File: src/rtl/fft16_tw_scheduler.sv
// Sequences the 32 radix-2 DIT butterflies of a 16-point FFT, 8 per stage over 4 stages, and emits twiddle ROM addresses.
// Outputs are registered, first butterfly one cycle after start; a stall holds the sequence, and each stage is followed by GAP idle cycles.
module fft16_tw_scheduler #(
  parameter int GAP = 2
) (
  input  logic       i_clk,
  input  logic       i_rst,
  input  logic       i_start,
  input  logic       i_stall,
  input  logic       i_abort,
  output logic [2:0] o_tw_addr,
  output logic [3:0] o_idx_a,
  output logic [3:0] o_idx_b,
  output logic [1:0] o_stage,
  output logic       o_bf_valid,
  output logic       o_busy,
  output logic       o_done
);

  typedef enum logic [1:0] {ST_IDLE, ST_RUN, ST_GAP, ST_DONE} state_t;

  state_t     r_state, w_state_nxt;
  logic [1:0] r_s, w_s_nxt;
  logic [3:0] r_k, w_k_nxt;  // k=8 marks a finished stage still waiting for its gap or done
  logic [3:0] r_gap, w_gap_nxt;
  logic       w_present, w_clear;
  logic [2:0] w_tw_nxt;
  logic [3:0] w_a_nxt, w_b_nxt;
  logic [1:0] w_stage_nxt;
  logic       w_valid_nxt, w_done_nxt;

  function automatic logic [10:0] bf_addr(input logic [1:0] s, input logic [2:0] k);
    logic [2:0] pos, grp, tw;
    logic [3:0] a, b;
    pos = k & ((3'd1 << s) - 3'd1);
    grp = k >> s;
    a   = ({1'b0, grp} << ({1'b0, s} + 3'd1)) + {1'b0, pos};
    b   = a + (4'd1 << s);
    tw  = pos << (2'd3 - s);
    return {a, b, tw};
  endfunction

  always_comb begin
    w_state_nxt = r_state;
    w_s_nxt     = r_s;
    w_k_nxt     = r_k;
    w_gap_nxt   = r_gap;
    w_present   = 1'b0;
    w_clear     = 1'b0;
    w_tw_nxt    = o_tw_addr;
    w_a_nxt     = o_idx_a;
    w_b_nxt     = o_idx_b;
    w_stage_nxt = o_stage;
    w_valid_nxt = 1'b0;
    w_done_nxt  = 1'b0;

    case (r_state)
      ST_IDLE: begin
        if (i_start && !i_abort) begin
          w_state_nxt = ST_RUN;
          w_s_nxt     = 2'd0;
          w_k_nxt     = 4'd0;
          w_present   = 1'b1;
        end
      end
      ST_RUN: begin
        if (i_abort) begin
          w_clear = 1'b1;
        end else if (r_k[3]) begin
          if (r_s == 2'd3) begin
            w_state_nxt = ST_DONE;
            w_done_nxt  = 1'b1;
          end else begin
            w_state_nxt = ST_GAP;
            w_gap_nxt   = 4'(GAP - 1);
          end
        end else begin
          w_present = 1'b1;
        end
      end
      ST_GAP: begin
        if (i_abort) begin
          w_clear = 1'b1;
        end else if (r_gap == 4'd0) begin
          w_state_nxt = ST_RUN;
          w_s_nxt     = r_s + 2'd1;
          w_k_nxt     = 4'd0;
          w_present   = 1'b1;
        end else begin
          w_gap_nxt = r_gap - 4'd1;
        end
      end
      default: w_clear = 1'b1;
    endcase

    if (w_clear) begin
      w_state_nxt = ST_IDLE;
      w_s_nxt     = 2'd0;
      w_k_nxt     = 4'd0;
      w_gap_nxt   = 4'd0;
      w_tw_nxt    = 3'd0;
      w_a_nxt     = 4'd0;
      w_b_nxt     = 4'd0;
      w_stage_nxt = 2'd0;
    end

    // A stall only withholds the pending butterfly; the pointer advances once it is actually shown.
    if (w_present && !i_stall) begin
      w_valid_nxt                   = 1'b1;
      {w_a_nxt, w_b_nxt, w_tw_nxt}  = bf_addr(w_s_nxt, w_k_nxt[2:0]);
      w_stage_nxt                   = w_s_nxt;
      if (w_k_nxt[2:0] != 3'd7) begin
        w_k_nxt = w_k_nxt + 4'd1;
      end else if (w_s_nxt == 2'd3 || GAP != 0) begin
        w_k_nxt = 4'd8;
      end else begin
        w_s_nxt = w_s_nxt + 2'd1;
        w_k_nxt = 4'd0;
      end
    end
  end

  always_ff @(posedge i_clk or posedge i_rst) begin
    if (i_rst) begin
      r_state    <= ST_IDLE;
      r_s        <= 2'd0;
      r_k        <= 4'd0;
      r_gap      <= 4'd0;
      o_tw_addr  <= 3'd0;
      o_idx_a    <= 4'd0;
      o_idx_b    <= 4'd0;
      o_stage    <= 2'd0;
      o_bf_valid <= 1'b0;
      o_busy     <= 1'b0;
      o_done     <= 1'b0;
    end else begin
      r_state    <= w_state_nxt;
      r_s        <= w_s_nxt;
      r_k        <= w_k_nxt;
      r_gap      <= w_gap_nxt;
      o_tw_addr  <= w_tw_nxt;
      o_idx_a    <= w_a_nxt;
      o_idx_b    <= w_b_nxt;
      o_stage    <= w_stage_nxt;
      o_bf_valid <= w_valid_nxt;
      o_busy     <= (w_state_nxt != ST_IDLE);
      o_done     <= w_done_nxt;
    end
  end

endmodule

File: config.mk
export PLATFORM = sky130hd
export DESIGN_NAME = fft16_tw_scheduler
export DESIGN_NICKNAME = d
export VERILOG_FILES = /design/src/rtl/fft16_tw_scheduler.sv
export SDC_FILE = /design/constraint.sdc
export NUM_CORES = 1
export LEC_CHECK = 0
export ABC_CLOCK_PERIOD_IN_PS = 4700
export BUFFER_PORTS_ARGS = -buffer_cell sky130_fd_sc_hd__buf_2
export CORE_MARGIN = 10
export CORE_UTILIZATION = 58
export DETAILED_ROUTE_END_ITERATION = 6
export HOLD_SLACK_MARGIN = 0.12
export PLACE_DENSITY = 0.85
export SETUP_SLACK_MARGIN = 0.5
export SLEW_MARGIN = 20
export SYNTH_ARGS = -nofsm -noshare
export SYNTH_HDL_FRONTEND = slang
export SYNTH_SLANG_ARGS = --single-unit
File: constraint.sdc
create_clock -name i_clk -period 4.7 [get_ports i_clk]
set_input_delay 0.94 -clock i_clk [delete_from_list [all_inputs] [get_ports i_clk]]
set_output_delay 0.94 -clock i_clk [all_outputs]
set_load 0.01 [all_outputs]
; ---- Yosys cells after proc, flatten, opt, wreduce, memory -nomap -nowiden
; Cells that the tools add are included.
[word_totals]
out_inout_bits = 16
ff_bits = 28
wordCells = 92
[op_classes]
mux = 47
n_eq_ne = 9
reduce_logical = 11
n_shift = 5
n_bitwise = 1
add_sub_neg = 8
[ops]
columns = cell, n
row1 = $mux W4, 15
row2 = $mux W2, 12
row3 = $ne A3 B3 Y1 const B, 6
row4 = $pmux W4 S2, 2
row5 = $mux W1, 12
row6 = $mux W3, 2
row7 = $pmux W2 S3, 1
row8 = $reduce_and A6 Y1, 1
row9 = $add A4 B1 Y4 const B, 1
row10 = $add A4 B3 Y4, 1
row11 = $add A4 B4 Y4, 1
row12 = $eq A2 B2 Y1 const B, 2
row13 = $logic_not A4 Y1, 1
row14 = $pmux W2 S2, 1
row15 = $reduce_bool A2 Y1, 2
row16 = $shl A1 B2 Y4 const A, 1
row17 = $shl A3 B3 Y4, 1
row18 = $sub A4 B1 Y4 const B, 1
row19 = $add A2 B1 Y3 const B, 1
row20 = $and A3 B3 Y3, 1
row21 = $pmux W1 S3, 1
row22 = $reduce_bool A3 Y1, 1
row23 = $shl A1 B2 Y3 const A, 1
row24 = $shl A3 B2 Y3, 1
row25 = other kinds (10), 12

; ---- Logic depth before layout (Yosys ltp)
; Gate-level depths: netlist (run 1).
[depth]
word_depth = 11
depth_mapped = 21
depth_no_buf = 20

; ---- Least setup slack after synthesis (run 1)
; Ideal clock, no wire load.
[synth_timing]
kind = input -> register
from = in i_abort
to = reg o_idx_b[3]
slack_ps = 140
setup_ps = 118
n_path_buf = 0
path_stages = 18
required_time_ps = 4582
arrival_time_ps = 4442
cell_sequence = or4b_1 > nand2_1 > a21o_1 > a21oi_1 > ha_1 > inv_1 > nor4_1 > ha_1 > inv_1 > fa_1 > inv_1 > ha_1 > a21o_1 > a21oi_1 > xor2_1 > xnor2_1 > xnor2_1 > a21o_1
[synth_via]
elab_chain_len = 11
word_cells_on_any_way = 28
[synth_lines]
columns = element, line
row1 = start: declaration, 10  ; input logic i_abort,
row2 = $logic_not A1 Y1, 59  ; if (i_start && !i_abort) begin
row3 = $logic_and A1 B1 Y1, 59
row4 = $mux W2, 59
row5 = $pmux W2 S2, 57  ; case (r_state)
row6 = $mux W2, 96  ; if (w_clear) begin
row7 = $shl A1 B2 Y3, 35  ; pos = k & ((3'd1 << s) - 3'd1);
row8 = $sub A3 B1 Y3, 35
row9 = $and A3 B3 Y3, 35
row10 = $add A4 B3 Y4, 37  ; a = ({1'b0, grp} << ({1'b0, s} + 3'd1)) + {1'b0, pos};
row11 = $add A4 B4 Y4, 38  ; b = a + (4'd1 << s);
row12 = $mux W4, 108  ; if (w_present && !i_stall) begin
row13 = end signal: assignment, 143  ; o_idx_b <= w_b_nxt;
row14 = end: declaration, 13  ; output logic [3:0] o_idx_b,
; Several ways; a longest one is shown, not always the timed one.
; A chain may end at the register's enable or synchronous reset.

; ---- Worst setup path after layout (run 1)
; Same ends and word-level chain as after synthesis.

==> results of run 1 <==
==> per-layer routing <==
metal	vias up	GRT usage, %
met2	49	26.1
met3	14	3.54
met5	-	0
met4	0	6.13
li1	783	-
met1	806	17.0
==> stage by stage <==
stage               util, %  total power [µW]
global placement       67.0               513
finish                 73.7               697
detailed placement     67.0               516
CTS                    71.2               679
global route           73.7               743
floorplan                 -               448
==> cells by family (layout without fill, tap and decap cells) <==
family	after synthesis	in the layout	share of synthesized area (%)
buffers and inverters	27	60	5.61
adders and majority gates	20	20	14.5
AOI/OAI and AO/OA	49	49	17.9
DFF	28	28	38.3
xor gates and xnor gates	9	9	4.31
muxes	1	1	0.547
and+or+nand+nor	73	73	18.8
==> repair_timing <==
action	4_1_cts	5_1_grt
setup endpoints to repair	1	1
gates resized for setup	7	9
cloned	0	0
pin swaps	7	4
buffers inserted	5	4
==> sequential cells by signal (all words and copies together), names as in the netlist <==
name and count:
o_busy 1, o_stage 2, r_k 4, r_s 2
o_idx_b 4, r_state 2, r_gap 4, o_bf_valid 1
o_idx_a 4, o_done 1, o_tw_addr 3
==> cell usage in the layout (no fill, tap or decap), types with 3 or more instances in the layout <==
master,instances
sky130_fd_sc_hd__nand3_1,13
sky130_fd_sc_hd__ha_1,13
sky130_fd_sc_hd__nor2_1,16
sky130_fd_sc_hd__buf_2,20
sky130_fd_sc_hd__a21oi_2,3
sky130_fd_sc_hd__ha_4,3
sky130_fd_sc_hd__inv_2,4
sky130_fd_sc_hd__inv_1,15
sky130_fd_sc_hd__a21o_1,5
sky130_fd_sc_hd__nand2b_1,3
sky130_fd_sc_hd__buf_4,15
sky130_fd_sc_hd__dfrtp_1,28
sky130_fd_sc_hd__clkbuf_4,3
sky130_fd_sc_hd__nand2_1,24
sky130_fd_sc_hd__a21oi_1,11
sky130_fd_sc_hd__xnor2_1,7
sky130_fd_sc_hd__o21ai_0,13
==> layout make-up <==
cell class / instances / area (µm²)
Fill cell: 204 / 797
Clock buffer: 3 / 22.5
Tap cell: 44 / 55.1
Multi-Input combinational cell: 152 / 1130
Clock inverter: 1 / 30.0
Inverter: 21 / 80.1
Sequential cell: 28 / 701
Timing Repair Buffer: 35 / 213
==> worst max-delay path by stage <==
stage	from	end	depth (start not counted)
after floorplan	i_abort	o_idx_b[3]$_DFFE_PP0P_	18
after global placement	i_abort	o_idx_b[3]$_DFFE_PP0P_	17
after detailed placement	i_abort	o_idx_b[3]$_DFFE_PP0P_	19
after CTS	i_abort	o_idx_b[3]$_DFFE_PP0P_	19
after global routing	r_state[0]$_DFF_PP0_	o_idx_b[3]$_DFFE_PP0P_	19
final	i_abort	o_idx_b[3]$_DFFE_PP0P_	18
==> tightest hold or removal path: stages, from the launching register on <==
cell and delay (ns):
sky130_fd_sc_hd__dfrtp_1 0.37, sky130_fd_sc_hd__nand3_1 0.06, sky130_fd_sc_hd__o21ai_0 0.07
==> power groups by stage <==
stage | logic, µW | clock network, µW | registers [µW]
after global placement | 228 | 0 | 285
after floorplan | 159 | 0 | 290
after global routing | 286 | 173 | 285
after CTS | 238 | 161 | 281
final | 254 | 161 | 281
after detailed placement | 231 | 0 | 286
==> metrics list, run 1 <==
- Final setup fails: 0
* Power share of the sequential group: 40.4%
- The worst register-to-register path has a setup slack of 0.44 ns.
* Most common library cells after synthesis: 28 x sky130_fd_sc_hd__dfrtp_1, 25 x sky130_fd_sc_hd__nand2_1, 19 x sky130_fd_sc_hd__inv_1
* Final #Nets: 266
- 0 antenna diodes ended up in the layout.
* Final antenna-violating net count: 0
- Detailed routing inserted a total of 1652 vias.
- Synthesized area per cell: 8.84 µm²
- Summed over all failing endpoints, the final setup total negative slack is 0 ns.
- Post-synth top area share: 38.3%
* First-iteration detailed-routing DRC count: 123
* Leakage: 0.00114 µW
- Counting both buffers and inverters, the worst setup path holds a total of 3.
* Instance area at placement: 2030 µm²
* Number of I/O port buffers: 20
- STA classifies the critical path endpoint as a register.
- Die area: 5800 µm²
* Average wire per cell in the routed design: 15.8 µm
- Maximum VDD drop: 0.228 mV
- Routability-driven placement finished with a final weighted congestion of 0.868.
* Relative contribution of combinational cells to total power: 36.5%
* Worst slew margin relative to its limit: 34.0%
- Number of global-route vias before repair: 1638
- In this run the critical register-to-register path is launched from r_state[0]$_DFF_PP0_.
- Synth Register Bits: 28
- H-tree level count: 1
* Switching power of the nets: 254 µW
- After layout, the worst path uses 91.4% of the clock period.
* Critical R2R Capture: o_idx_b[3]$_DFFE_PP0P_
- Initial antenna violation count: 0
- Area growth from synthesis to final layout: 22.0%
* Crit path max fanout: 7
* Worst Hold Class: register to register
* Cell type with the highest aggregate area in the netlist: sky130_fd_sc_hd__dfrtp_1
* Result of the run: finished clean
- Count of final max-slew check failures: 0
* Max-cap violations: 0
- Wire segments on met2 add up to 2260 µm in the final route.
* Highest signal layer in the routed design: met4
- CTS Sinks: 28
* DRT Wirelength: 4480 µm
- The internal portion of the total power is 443 µW.
- Excluding fillers, the count of instances in the completed layout stands at 284.
* Top cell family by delay on the critical path: adder cells
- Most used cell, CP: sky130_fd_sc_hd__a21o_1
* Clock power share: 23.1%
- CTS placed an instance of sky130_fd_sc_hd__clkbuf_4 at the clock tree root.
- After detailed routing, the number of remaining DRC violations is 0.
* Initial standard-cell utilization of the core: 60.4%
- After detailed routing, the wire length on met1 is 1840 µm.
- Placement Setup Slack: 0.0402 ns
- CTS Buffer Depth: 2
* Start point of the worst hold path: o_idx_b[2]$_DFFE_PP0P_
* Inserted Clock Buffers: 3
* Required time of the critical path: 4.96 ns
- The routed design uses 259 µm of met3 wire.
* Placement Rows: 20
* Critical path start-end classification: primary input to register
* HPWL reported at the end of detailed placement: 3020 µm
- On the worst path, the slowest cell contributes a delay of 0.61 ns.
* Switching share of power: 36.5%
- Die height: 76.2 µm
- Count of warnings emitted by yosys: 0
- Unrepaired setup endpoints after global routing: yes
- Least setup slack across all paths after layout: 0.403 ns
* Via/cell ratio: 5.82
- In the synthesized netlist the dominant register cell turns out to be sky130_fd_sc_hd__dfrtp_1.
* Clk pin slew, worst setup/hold paths: 0.15 ns
- DIE WIDTH: 76.2 µm
- Counting every net in the synthesized netlist gives 232.
- Worst-case hold slack: 0.518 ns
- Counting flops with an async set or reset pin after synthesis yields a share of 100%.
- After global routing the overflow that remains totals 0.
- For this design the top-level I/O count stands at 21.
- The post-route netlist has 27.5% of its cells at a drive strength greater than 1.
- The worst hold path terminates at o_idx_b[2]$_DFFE_PP0P_.
* Number of search-and-repair iterations in the first detailed-routing pass: 4
- Post-Place Cells: 271
- Data arrival at the endpoint of the critical path: 4.56 ns
* Clock latency reported for the late side of the worst-skew pair: 0.35 ns
- Number of buffers inserted by hold repair at cts: 0
- Static timing analysis puts the maximum clock frequency at 233 MHz.
- The floorplan step defined a core boundary enclosing 3030 µm².
- Cell Chain, Critical Path: buf_2 -> or4b_4 -> nand2_4 -> a21o_1 -> a21oi_4 -> inv_1 -> ha_4 -> xnor2_2 -> nand3_1 -> fa_1 -> inv_2 -> ha_1 -> a21o_1 -> a21oi_2 -> xor2_1 -> xnor2_1 -> xnor2_1 -> a21o_1
- Kind of start point of the critical path: primary input
- Summed area of non-filler cells in the final layout: 2230 µm²
* First-pass GRT wire length: 7450 µm
* Number of flops mapped to enable cells by yosys: 0
- The total count of hold-check failures in the final report was 0.
* Cell count after synthesis: 207
* Post-route clock skew: 0.00866 ns
- Post-synthesis instance area: 1830 µm²
* Slew at the pin with the worst max-slew slack: 0.985 ns
* Portion of the post-synthesis area used by sequential elements: 38.3%
- sky130_fd_sc_hd__dfrtp_1 is the most common cell in the netlist.
- TritonCTS built the clock tree.
* Final min period: 4.30 ns
- Number of distinct standard cells referenced by the synthesized netlist: 42
- Number of cells traversed by the worst register-to-register path: 19
- Along the worst hold path, the cell count comes to 2.
- Slowest cell on crit path: sky130_fd_sc_hd__fa_1
* Cells taking the most area after synthesis: sky130_fd_sc_hd__dfrtp_1 38%, sky130_fd_sc_hd__ha_1 12%, sky130_fd_sc_hd__nand2_1 5.1%
- For this run, the total global-route usage over all layers was measured as 15.0%.
- Pin count of the biggest net entering global routing: 29
- Power density over cell area: 312 nW/µm²
No activity file was read; power rests on OpenSTA's default activity.
==> inputs of run 2 (changes only) <==
ABC_AREA = 1   (was unset)
==> run 2 against run 1 <==
  * Fmax up 9.1%
  * Non-clock buffer count decreased by 12
  * Synthesized area grew 2.3%
  * Sequential power rose by 2%
  * Worst hold slack worse by 0.032 ns
  * First-iteration DRC count grew 59%
  * Via count down 5.9%
  * Wire length decreased by 13%
  * Clock skew grew 0.0011 ns
  * Die area is 1.7% higher
  * Largest cell class unchanged
  * Critical path depth rose by 3
  * Global-route usage is 1.7 points lower
==> metrics list, run 2 <==
* CTS Root Cell: sky130_fd_sc_hd__clkbuf_4 (unchanged)
- HPWL reported at the end of detailed placement: 2930 µm (was 3020 µm)
* Required time of the critical path: 4.94 ns (was 4.96 ns)
- Number of I/O port buffers: 20 (unchanged)
* Switching share of power: 41.3% (was 36.5%)
- H-tree level count: 1 (unchanged)
- Antenna Diode Count: 0 (unchanged)
- The highest net fanout along the worst path was 9 (was 7).
- Cell type with the highest aggregate area in the netlist: sky130_fd_sc_hd__dfrtp_1 (unchanged)
- The count of maximum capacitance violations is 0 (unchanged).
- The number of ports placed on the die boundary was 21 (unchanged).
- Power density over cell area: 361 nW/µm² (was 312 nW/µm²)
- Worst slew margin relative to its limit: 39.0% (was 34.0%)
- The maximum count of clock buffers along a single path was 2 (unchanged).
* Instance area at placement: 2010 µm² (was 2030 µm²)
- CTS tree: built (unchanged)
* Number of distinct standard cells referenced by the synthesized netlist: 39 (was 42)
- FMAX: 254 MHz (was 233 MHz)
- The post-layout instance area was 2110 µm² (was 2230 µm²).
- The number of instances in the synthesized netlist came to 216 (was 207).
- Clk pin slew, worst setup/hold paths: 0.14 ns (was 0.15 ns)
- Maximum VDD drop: 0.175 mV (was 0.228 mV)
- Final Core Density: 68.7% (was 73.7%)
- The post-synthesis cell area was 1870 µm² (was 1830 µm²).
- The number of synthesis warnings came to 0 (unchanged).
- The total negative slack is 0 ns (unchanged).
* Worst-case hold slack: 0.487 ns (was 0.518 ns)
- The area share of the largest cell type after synthesis was 37.5% (was 38.3%).
- The sequential cell area fraction in the yosys report is 37.5% (was 38.3%).
* Total DRC errors in the routed layout: 0 (unchanged)
- Die area: 5900 µm² (was 5800 µm²)
* Number of flops mapped to enable cells by yosys: 0 (unchanged)
- Primary FF master, synth: sky130_fd_sc_hd__dfrtp_1 (unchanged)
- The number of buffer and inverter stages on the critical path came to 5 (was 3).
* Power share of the sequential group: 37.5% (was 40.4%)
* Final setup fails: 0 (unchanged)
- Die height: 76.8 µm (was 76.2 µm)
- Placement Rows: 20 (unchanged)
- The internal power component is 448 µW (was 443 µW).
* Part of the cycle the worst path needs: 83.8% (was 91.4%)
* Number of search-and-repair iterations in the first detailed-routing pass: 6 (was 4)
- Most common library cells after synthesis: 32 x sky130_fd_sc_hd__nand2_1, 28 x sky130_fd_sc_hd__dfrtp_1, 27 x sky130_fd_sc_hd__inv_1 (was 28 x sky130_fd_sc_hd__dfrtp_1, 25 x sky130_fd_sc_hd__nand2_1, 19 x sky130_fd_sc_hd__inv_1).
- The source-to-sink clock delay at the later pin of the worst-skew pair came to 0.33 ns (was 0.35 ns).
- The worst clock skew is 0.00973 ns (was 0.00866 ns).
* Most used cell, CP: sky130_fd_sc_hd__nand3_1 (was sky130_fd_sc_hd__a21o_1)
* Share of post-route cells with drive strength above 1: 25.8% (was 27.5%)
- Unrepaired setup endpoints after global routing: no (was yes).
* GR Overflow Total: 0 (unchanged)
- Leakage: 0.00114 µW (about the same)
- Critical path start-end classification: primary input to register (unchanged)
- The power dissipated by switching net loads came to 315 µW (was 254 µW).
- The number of antenna violations at the first check in global routing is 0 (unchanged).
* Worst Hold Class: register to register (unchanged)
* Top cell family by delay on the critical path: adder cells (unchanged)
* Slowest Stage Delay on Critical Path: 0.47 ns (was 0.61 ns)
- The post-detailed-routing wire length is 3900 µm (was 4480 µm).
- Cells taking the most area after synthesis: sky130_fd_sc_hd__dfrtp_1 37%, sky130_fd_sc_hd__ha_1 12%, sky130_fd_sc_hd__nand2_1 6.4% (was sky130_fd_sc_hd__dfrtp_1 38%, sky130_fd_sc_hd__ha_1 12%, sky130_fd_sc_hd__nand2_1 5.1%).
* Most common library cell in the layout ignoring fill and taps: sky130_fd_sc_hd__nand2_1 (was sky130_fd_sc_hd__dfrtp_1)
* Share of synthesized flip-flops with an asynchronous set or reset: 100% (unchanged)
- Slowest cell on crit path: sky130_fd_sc_hd__fa_1 (unchanged)
* Clock power share: 15.6% (was 23.1%)
- The mean post-synth cell area is 8.66 µm² (was 8.84 µm²).
- Final antenna-violating net count: 0 (unchanged)
* Via/cell ratio: 5.48 (was 5.82)
- The logic gate share of total power came to 46.9% (was 36.5%).
* Placeable core area: 3080 µm² (was 3030 µm²)
- The total global routing track utilization came to 13.3% (was 15.0%).
- Result of the run: finished clean (unchanged)
- Data arrival at the endpoint of the critical path: 4.17 ns (was 4.56 ns)
- The final critical path time including I/O delays and setup is 3.94 ns (was 4.30 ns).
* Final #Nets: 266 (unchanged)
- Inserted Clock Buffers: 3 (unchanged)
- Most used cells in the layout excluding fill and tap cells: 32 x sky130_fd_sc_hd__nand2_1, 27 x sky130_fd_sc_hd__dfrtp_1, 25 x sky130_fd_sc_hd__inv_1 (was 28 x sky130_fd_sc_hd__dfrtp_1, 24 x sky130_fd_sc_hd__nand2_1, 20 x sky130_fd_sc_hd__buf_2).
- The final-layout fill cell count was 246 (was 204).
- The routed wire length per instance was 13.7 µm (was 15.8 µm).
- First-iteration detailed-routing DRC count: 195 (was 123)
- Pin count of the biggest net entering global routing: 29 (unchanged)
* Kind of start point of the critical path: primary input (unchanged)
* Count of endpoints failing hold in the final timing report: 0 (unchanged)
* Placement Setup Slack: 0.358 ns (was 0.0402 ns)
* Number of global-route vias before repair: 1519 (was 1638)
- Most instantiated library cell after synthesis: sky130_fd_sc_hd__nand2_1 (was sky130_fd_sc_hd__dfrtp_1)
- Number of buffers inserted by hold repair at cts: 0 (unchanged)
- CP endpoint kind: register (unchanged)
- The width of the die came to 76.8 µm (was 76.2 µm).
- The net count of the mapped netlist came to 241 (was 232).
* Cell Chain, Critical Path: buf_2 -> inv_2 -> nand2_2 -> a21oi_2 -> nand3_1 -> nand2_4 -> inv_2 -> ha_1 -> xor2_1 -> nor2_1 -> inv_1 -> fa_1 -> xnor2_2 -> ha_1 -> a21oi_1 -> nand2_1 -> xor2_1 -> inv_1 -> nand3_1 -> nand3_1 -> nand2_1 (was buf_2 -> or4b_4 -> nand2_4 -> a21o_1 -> a21oi_4 -> inv_1 -> ha_4 -> xnor2_2 -> nand3_1 -> fa_1 -> inv_2 -> ha_1 -> a21o_1 -> a21oi_2 -> xor2_1 -> xnor2_1 -> xnor2_1 -> a21o_1)
- Placer Congestion: 0.948 (was 0.868)
- The final max-slew violation count is 0 (unchanged).
- The actual slew at the worst max-slew pin was 0.912 ns (was 0.985 ns).
* Area growth from synthesis to final layout: 13.0% (was 22.0%)
- The number of flip-flops and latches in the synthesized netlist is 28 (unchanged).
* Least setup slack across all paths after layout: 0.763 ns (was 0.403 ns)
- The first-pass GRT wire length is 6740 µm (was 7450 µm).
- The number of sinks handled by clock tree synthesis came to 28 (unchanged).
* Initial standard-cell utilization of the core: 60.8% (was 60.4%)
- Overall via count from detail_route: 1555 (was 1652)
[run 2: changes by cell type in the layout (fill, tap and decap cells not counted), moves of 5 or more]
cell / before / now
sky130_fd_sc_hd__a21o_1: 5 / 0
sky130_fd_sc_hd__a21oi_1: 11 / 4
sky130_fd_sc_hd__buf_4: 15 / 3
sky130_fd_sc_hd__inv_1: 15 / 25
sky130_fd_sc_hd__nand2_1: 24 / 32
sky130_fd_sc_hd__nand2_2: 1 / 7
sky130_fd_sc_hd__nand3_1: 13 / 23
sky130_fd_sc_hd__nor2_1: 16 / 11
sky130_fd_sc_hd__xnor2_1: 7 / 0
[run 2: stage by stage]
step | std cells | total power, µW
5_1_grt | 284 | 827
6_report | 284 | 763
4_1_cts | 281 | 725
2_1_floorplan | 216 | 532
3_3_place_gp | 277 | 597
3_5_place_dp | 277 | 600
[run 2: cell type report]
| class | count | area, µm² | share of cell area (%) |
|---|---|---|---|
| timing repair buffer | 23 | 123 | 5.80 |
| inverter | 33 | 126 | 5.98 |
| clock buffer | 4 | 36.3 | 1.72 |
| sequential | 28 | 702 | 33.2 |
| multi-input combinational | 152 | 1070 | 50.7 |
| tap | 44 | 55.1 | 2.61 |
[run 2: worst register-to-register path: stages, from the launching register on]
cell and delay, ns:
sky130_fd_sc_hd__dfrtp_2 0.48, sky130_fd_sc_hd__inv_1 0.14, sky130_fd_sc_hd__ha_4 0.19, sky130_fd_sc_hd__nor2_1 0.07, sky130_fd_sc_hd__a21oi_2 0.14, sky130_fd_sc_hd__nand3_1 0.15, sky130_fd_sc_hd__nand2_4 0.16, sky130_fd_sc_hd__inv_2 0.11
sky130_fd_sc_hd__ha_1 0.28, sky130_fd_sc_hd__xor2_1 0.18, sky130_fd_sc_hd__nor2_1 0.16, sky130_fd_sc_hd__inv_1 0.11, sky130_fd_sc_hd__fa_1 0.47, sky130_fd_sc_hd__xnor2_2 0.21, sky130_fd_sc_hd__ha_1 0.29, sky130_fd_sc_hd__a21oi_1 0.16
sky130_fd_sc_hd__nand2_1 0.07, sky130_fd_sc_hd__xor2_1 0.17, sky130_fd_sc_hd__inv_1 0.05, sky130_fd_sc_hd__nand3_1 0.07, sky130_fd_sc_hd__nand3_1 0.08, sky130_fd_sc_hd__nand2_1 0.06
[run 2: final timing paths]
| kind | from | to | slack (ns) | cells past startpoint |
|---|---|---|---|---|
| worst max-delay path | i_abort | o_idx_b[3]$_DFFE_PP0P_ | 0.76 | 21 |
| worst min-delay path | o_stage[1]$_DFFE_PP0P_ | o_stage[1]$_DFFE_PP0P_ | 0.49 | 2 |
| worst max register to register | r_state[1]$_DFF_PP0_ | o_idx_b[3]$_DFFE_PP0P_ | 0.79 | 21 |
| worst min register to register | o_stage[1]$_DFFE_PP0P_ | o_stage[1]$_DFFE_PP0P_ | 0.49 | 2 |
| max in group asynchronous | i_rst | r_state[1]$_DFF_PP0_ | 3.66 | 2 |
| min in group asynchronous | i_rst | o_busy$_DFF_PP0_ | 0.64 | 2 |
[run 2: what timing repair did]
| action | in CTS | in global routing |
|---|---|---|
| pin swaps | 0 | 1 |
| resized for setup | 1 | 8 |
| setup endpoints to repair | 1 | 2 |
| setup buffers | 0 | 3 |
[run 2: metal layers]
layer / track usage, % / up-vias / routed length, µm
li1: - / 775 / -
met5: 0 / - / 0
met3: 3.15 / 10 / 331
met2: 19.7 / 63 / 1690
met4: 5.58 / 0 / 91
met1: 17.8 / 707 / 1790
[run 2: logic make-up (layout without fill, tap and decap cells)]
family,after synthesis,in the layout,synth area share [%]
and+or+nand+nor,91,91,24.5
adders and majority gates,20,20,14.2
muxes,1,1,0.535
xor gates and xnor gates,5,5,2.34
DFF,28,28,37.5
buffers and inverters,36,60,7.69
AOI/OAI and AO/OA,35,35,13.3
[run 2: power by group through the flow]
stage,clock network (µW),registers (µW),logic (µW)
after detailed placement,0,290,310
after global placement,0,288,308
after CTS,122,285,318
after floorplan,0,295,237
final,119,286,358
after global routing,137,290,400
